## src/rtl/lsu_pkg.sv

```systemverilog
// Shared definitions for the load/store unit: funct3 codes, FSM states, latched request.
package lsu_pkg;

    localparam int NUM_LANES = 4;

    localparam logic [2:0] F3_B  = 3'b000;
    localparam logic [2:0] F3_H  = 3'b001;
    localparam logic [2:0] F3_W  = 3'b010;
    localparam logic [2:0] F3_BU = 3'b100;
    localparam logic [2:0] F3_HU = 3'b101;

    typedef enum logic [1:0] {
        S_IDLE  = 2'd0,
        S_READ  = 2'd1,
        S_WRITE = 2'd2,
        S_DONE  = 2'd3
    } lsu_state_e;

    // Upper address bits live in the memory address register, so only the lane offset is kept here.
    typedef struct packed {
        logic        we;
        logic [2:0]  funct3;
        logic [1:0]  offset;
        logic [31:0] wdata;
    } lsu_req_t;

    // Access size in bytes; 0 marks an illegal funct3.
    function automatic logic [2:0] access_size(input logic [2:0] f3);
        case (f3)
            F3_B, F3_BU: return 3'd1;
            F3_H, F3_HU: return 3'd2;
            F3_W:        return 3'd4;
            default:     return 3'd0;
        endcase
    endfunction

endpackage

```

## src/rtl/lsu_lane_align.sv

```systemverilog
// Byte-lane steering: extracts and extends load data, and merges sub-word store data into a word.
module lsu_lane_align
    import lsu_pkg::*;
(
    input  logic [31:0] word,
    input  logic [1:0]  offset,
    input  logic [2:0]  funct3,
    input  logic [31:0] wdata,
    output logic [31:0] load_data,
    output logic [31:0] merged
);
    logic [NUM_LANES-1:0][7:0] word_b;
    logic [NUM_LANES-1:0][7:0] wr_b;
    logic [NUM_LANES-1:0][7:0] merged_b;
    logic [NUM_LANES-1:0]      be;
    logic [7:0]                sel_b;
    logic [15:0]               sel_h;

    assign word_b = word;
    assign sel_b  = word_b[offset];
    assign sel_h  = offset[1] ? word[31:16] : word[15:0];

    always_comb begin
        load_data = word;
        case (funct3)
            F3_B:    load_data = {{24{sel_b[7]}}, sel_b};
            F3_BU:   load_data = {24'd0, sel_b};
            F3_H:    load_data = {{16{sel_h[15]}}, sel_h};
            F3_HU:   load_data = {16'd0, sel_h};
            default: load_data = word;
        endcase
    end

    for (genvar i = 0; i < NUM_LANES; i++) begin : g_lane
        localparam logic [1:0] LANE = 2'(i);
        assign be[i] = (funct3 == F3_B) ? (offset == LANE) :
                       (funct3 == F3_H) ? (offset[1] == LANE[1]) : 1'b1;
        assign wr_b[i] = (funct3 == F3_W) ? wdata[8*i +: 8] :
                         (funct3 == F3_H) ? wdata[8*(i%2) +: 8] : wdata[7:0];
        assign merged_b[i] = be[i] ? wr_b[i] : word_b[i];
    end

    assign merged = merged_b;

endmodule

```

## src/rtl/load_store_unit.sv

```systemverilog
// Word-aligned data memory initiator for RISC-V byte/half/word loads and stores.
// Sub-word stores are read-modify-write; faulting requests complete without touching memory.
module load_store_unit
    import lsu_pkg::*;
#(
    parameter int unsigned MEM_BYTES = 1024
) (
    input  logic        I_clk,
    input  logic        I_rst,
    input  logic        I_req,
    input  logic        I_we,
    input  logic [2:0]  I_funct3,
    input  logic [31:0] I_address,
    input  logic [31:0] I_wdata,
    output logic [31:0] O_rdata,
    output logic        O_done,
    output logic        O_busy,
    output logic        O_fault,
    output logic [31:0] O_mem_address,
    output logic        O_mem_memrw,
    output logic [31:0] O_mem_data,
    input  logic [31:0] I_mem_data
);
    lsu_state_e  state_q, state_d;
    lsu_req_t    req_q, req_d;
    logic [31:0] rdata_q, rdata_d;
    logic [31:0] maddr_q, maddr_d;
    logic [31:0] mdata_q, mdata_d;
    logic        done_q, done_d;
    logic        busy_q, busy_d;
    logic        fault_q, fault_d;
    logic        memrw_q, memrw_d;

    logic [2:0]  acc_size;
    logic        fault_now;
    logic [31:0] load_ext;
    logic [31:0] merged;

    // Range check in 33 bits so addresses near 2^32 cannot wrap past the limit.
    assign acc_size  = access_size(I_funct3);
    assign fault_now = (acc_size == 3'd0)
                    || (I_we && (I_funct3 > F3_W))
                    || ((acc_size == 3'd2) && I_address[0])
                    || ((acc_size == 3'd4) && (I_address[1:0] != 2'b00))
                    || (({1'b0, I_address} + {30'd0, acc_size}) > 33'(MEM_BYTES));

    lsu_lane_align u_align (
        .word      (I_mem_data),
        .offset    (req_q.offset),
        .funct3    (req_q.funct3),
        .wdata     (req_q.wdata),
        .load_data (load_ext),
        .merged    (merged)
    );

    always_comb begin
        state_d = state_q;
        req_d   = req_q;
        rdata_d = rdata_q;
        maddr_d = maddr_q;
        mdata_d = mdata_q;
        done_d  = 1'b0;
        busy_d  = 1'b0;
        fault_d = 1'b0;
        memrw_d = 1'b0;
        case (state_q)
            S_IDLE: begin
                if (I_req) begin
                    req_d  = '{we: I_we, funct3: I_funct3, offset: I_address[1:0], wdata: I_wdata};
                    busy_d = 1'b1;
                    if (fault_now) begin
                        state_d = S_DONE;
                        done_d  = 1'b1;
                        fault_d = 1'b1;
                        rdata_d = '0;
                    end else begin
                        maddr_d = {I_address[31:2], 2'b00};
                        if (I_we && (I_funct3 == F3_W)) begin
                            state_d = S_WRITE;
                            mdata_d = I_wdata;
                            memrw_d = 1'b1;
                        end else begin
                            state_d = S_READ;
                        end
                    end
                end
            end
            S_READ: begin
                busy_d = 1'b1;
                if (req_q.we) begin
                    state_d = S_WRITE;
                    mdata_d = merged;
                    memrw_d = 1'b1;
                end else begin
                    state_d = S_DONE;
                    rdata_d = load_ext;
                    done_d  = 1'b1;
                end
            end
            S_WRITE: begin
                state_d = S_DONE;
                busy_d  = 1'b1;
                done_d  = 1'b1;
            end
            default: state_d = S_IDLE;
        endcase
    end

    always_ff @(posedge I_clk) begin
        if (I_rst) begin
            state_q <= S_IDLE;
            req_q   <= '0;
            rdata_q <= '0;
            maddr_q <= '0;
            mdata_q <= '0;
            done_q  <= 1'b0;
            busy_q  <= 1'b0;
            fault_q <= 1'b0;
            memrw_q <= 1'b0;
        end else begin
            state_q <= state_d;
            req_q   <= req_d;
            rdata_q <= rdata_d;
            maddr_q <= maddr_d;
            mdata_q <= mdata_d;
            done_q  <= done_d;
            busy_q  <= busy_d;
            fault_q <= fault_d;
            memrw_q <= memrw_d;
        end
    end

    assign O_rdata       = rdata_q;
    assign O_done        = done_q;
    assign O_busy        = busy_q;
    assign O_fault       = fault_q;
    assign O_mem_address = maddr_q;
    assign O_mem_memrw   = memrw_q;
    assign O_mem_data    = mdata_q;

endmodule
```

## config.mk

```make
export PLATFORM = sky130hd
export DESIGN_NAME = load_store_unit
export DESIGN_NICKNAME = d
export VERILOG_FILES = /design/src/rtl/lsu_pkg.sv /design/src/rtl/lsu_lane_align.sv /design/src/rtl/load_store_unit.sv
export SDC_FILE = /design/constraint.sdc
export NUM_CORES = 1
export LEC_CHECK = 0
export ABC_AREA = 1
export ABC_CLOCK_PERIOD_IN_PS = 5600
export CORE_MARGIN = 2
export CORE_UTILIZATION = 54
export CTS_CLUSTER_DIAMETER = 200
export DETAILED_ROUTE_END_ITERATION = 16
export PLACE_DENSITY = 0.94
export SETUP_SLACK_MARGIN = 0.02
export SLEW_MARGIN = 20
export SYNTH_ARGS = -nofsm -noshare
export SYNTH_HDL_FRONTEND = slang
export SYNTH_HIERARCHICAL = 1
export SYNTH_SLANG_ARGS = --single-unit
```

## constraint.sdc

```tcl
create_clock -name I_clk -period 5.6 [get_ports I_clk]
set_input_delay 1.12 -clock I_clk [delete_from_list [all_inputs] [get_ports I_clk]]
set_output_delay 1.12 -clock I_clk [all_outputs]
set_load 0.1 [all_outputs]
```

==> reports/qor.csv <==
metric,value,unit
port_buffers,200,
cp_required,5950,ps
finalWeightedCongestion,0.973,
setup_viol,0,
timing.critical_path.from_type,input port,
drt_wl_total,27500,um
synthesis.area_per_instance,6.20,um^2
timing.critical_path.arrival,4960,ps
cts_resized,0,
core,0.0150,mm^2
maximum_number_of_pins_on_one_net_before_global_route_repair,87,
dp_slack,612,ps
outcome,completed,
global_route.usage.total,33.4,%
design.die.area,0.0162,mm^2
proportion_of_synthesized_chip_area_in_sequential_cells,33.7,%
area_of_the_mapped_netlist,0.00819,mm^2
final.setup_skew,13.1,ps
post-route-period-util,82.2,%
antenna_found_initial,2,
layout-area-overhead-vs-synth,30.7,%
post-layout-total-power,5.29,mW
hold_violations,0,
slew_headroom,31.7,%
cts_htree_levels,4,
seq_power_share,24.8,%
dieWidth,127,um
period_needed,4600,ps
combined_area_of_the_multi_input_logic_cells,0.00465,mm^2
timing.setup.tns,0,ps
wl_per_cell,16.4,um
unrepaired_setup_endpoints_after_global_routing,no,
critical_path_peak_fanout,33,
start_util,54.5,%
finalMaxSlewViolations,0,
critPathCaptureType,register,
worst_path_largest_cell_delay,650,ps
final-seq-area,0.00276,mm^2
hold_buffers,0,
cts-root-buf,sky130_fd_sc_hd__clkbuf_16,
cts_sinks,138,
static-leakage-power,4.42,nW
timing.fmax,217,MHz
final.fill_count,1294,
synth_warnings,6,
mostFrequentLayoutCells,"sky130_fd_sc_hd__nand2_1, sky130_fd_sc_hd__clkdlybuf4s50_1, sky130_fd_sc_hd__nor2_1",
path_cells,clkdlybuf4s50_1 -> nor2_1 -> ha_1 -> inv_1 -> fa_1 -> inv_1 -> nand3_1 -> nand2_1 -> nand2_2 -> nor2_4 -> nand2_1 -> a21oi_1 -> nand2_1 -> nor2_1 -> nand2_1 -> nor2_4 -> nand4_4 -> nand2_2 -> nand2_1 -> a21oi_1,
post_synth_num_cell_types,36,
grt_pass1_wl,43300,um
critPathSlowestCell,sky130_fd_sc_hd__nand2_2,
post-dp-hpwl,20100,um
hold_class,register to register,
p_clk_share,22.1,%
share_of_post_route_cells_with_drive_strength_above_1,6.06,%
postRouteAntennaNets,0,
cell_internal_pwr,2.56,mW
cpMostUsedCell,sky130_fd_sc_hd__nand2_1,
worst_slew_pin_slew,1020,ps
power.net_switching,2.73,mW
drt_iter0_drc,1138,
std_cell_rows,45,
layout.cells.most_common,sky130_fd_sc_hd__nand2_1,
worst_skew_pair.late_latency,430,ps
route.detailed.vias_per_inst,5.73,
routed-via-count,9592,
synth_cells,1322,
path_clk_slew,60,ps
drv.max_cap_violation_count,0,
setup_ws,997,ps
post-route-drc-count,0,
fin_nets,1584,
detail_route.first_pass.iterations,7,
floorplan.io_pins,203,
sw_frac_of_total,51.6,%
first_global_vias,8724,
vdd.ir_drop.worst,0.000311,V
critical_path_class,input port to register,
power.density,493,mW/mm^2
post_cts_buffers,0,
global_route.overflow_total,0,
flop_and_latch_count_out_of_synthesis,138,
die_h,127,um
cts-buffers-inserted,17,
cts_tree,built,
max-clock-path-buffers,2,
p_comb_share,53.1,%
logic make-up (layout without fill, tap and decap cells):
logic type                 count (synthesis)  in the layout  share of synthesized area (%)
and+or+nand+nor                          783            783                           42.0
AOI/OAI and AO/OA                        203            203                           12.6
buffers and inverters                    184            347                           9.82
DFF                                      138            138                           33.7
adders and majority gates                  8              8                           1.31
xor gates and xnor gates                   5              5                          0.535
other                                      1              3                         0.0458
stage by stage:
step | instance area, um^2 | utilization [%] | hold WS [ps] | std cells
2_1_floorplan | 8200 | - | 455 | 1323
3_3_place_gp | 10100 | 67.2 | 426 | 1642
3_5_place_dp | 10100 | 67.2 | 429 | 1642
4_1_cts | 10700 | 71.2 | 441 | 1674
5_1_grt | 10700 | 71.2 | 458 | 1674
6_report | 10700 | 71.3 | 440 | 1675
sequential cells by signal, indices dropped and copies added (netlist names):
signal,count
O_busy,1
O_fault,1
O_mem_data,32
O_mem_memrw,1
O_mem_address,30
req_q,38
state_q,2
O_done,1
O_rdata,32
power groups by stage:
| stage | Clock [mW] | Combinational [mW] | Sequential (mW) |
|---|---|---|---|
| 2_1_floorplan | 0 | 1.45 | 2.00 |
| 3_3_place_gp | 0 | 2.69 | 1.32 |
| 3_5_place_dp | 0 | 2.74 | 1.32 |
| 4_1_cts | 1.17 | 2.76 | 1.30 |
| 5_1_grt | 1.21 | 3.00 | 1.33 |
| 6_report | 1.17 | 2.81 | 1.31 |
worst max-delay path, delay by kind of cell:
family	cells	cell delay, ps
buffers and inverters	3	660
and+or+nand+nor	13	2240
adders and majority gates	2	610
AOI/OAI and AO/OA	2	290
metal layers:
layer / vias to the layer above / wire [um] / global-route usage, %
li1: 4605 / - / -
met1: 4284 / 10600 / 40.8
met2: 584 / 12900 / 55.7
met3: 115 / 2700 / 9.00
met4: 4 / 1160 / 14.0
met5: - / 27 / 0
layout make-up:
| class | count | area share [%] |
|---|---|---|
| diodes | 1 | 0.0234 |
| flip-flops and latches | 138 | 25.8 |
| multi-input cells | 1001 | 43.4 |
| clock inverters | 13 | 1.45 |
| clock buffers | 19 | 4.23 |
| well taps | 188 | 2.20 |
| inverters | 108 | 3.78 |
| repair buffers | 207 | 19.1 |
synth_stat cells, drive strengths merged:
cell type | n | share of area, %
nand2 | 442 | 21
nor2 | 157 | 8.1
dfxtp | 138 | 34
a21oi | 116 | 7.1
inv | 108 | 4.9
nand3 | 95 | 6.1
nand4 | 81 | 6.4
o21ai | 79 | 4.8
clkbuf | 39 | 1.8
buf | 37 | 3.1
ha | 7 | 1.1
nand3b | 4 | 0.37
o22ai | 4 | 0.31
xor2 | 3 | 0.32
nor3 | 2 | 0.12
xnor2 | 2 | 0.21
a211oi | 1 | 0.092
a21boi | 1 | 0.092
and2 | 1 | 0.076
and3 | 1 | 0.076
conb | 1 | 0.046
fa | 1 | 0.24
o211ai | 1 | 0.092
o21bai | 1 | 0.092
worst paths after layout:
check / startpoint / end / slack [ps] / cells past startpoint
worst max register to register: state_q[0]$_SDFFE_PP0N_ / O_mem_memrw$_SDFF_PP0_ / 2590 / 6
worst min-delay path: O_mem_address[24]$_SDFFE_PP0P_ / O_mem_address[24]$_SDFFE_PP0P_ / 440 / 2
worst max-delay path: I_funct3[1] / O_rdata[1]$_SDFFE_PP0P_ / 1000 / 20
worst min register to register: O_mem_address[24]$_SDFFE_PP0P_ / O_mem_address[24]$_SDFFE_PP0P_ / 440 / 2
No activity file was read; power rests on OpenSTA's default activity.
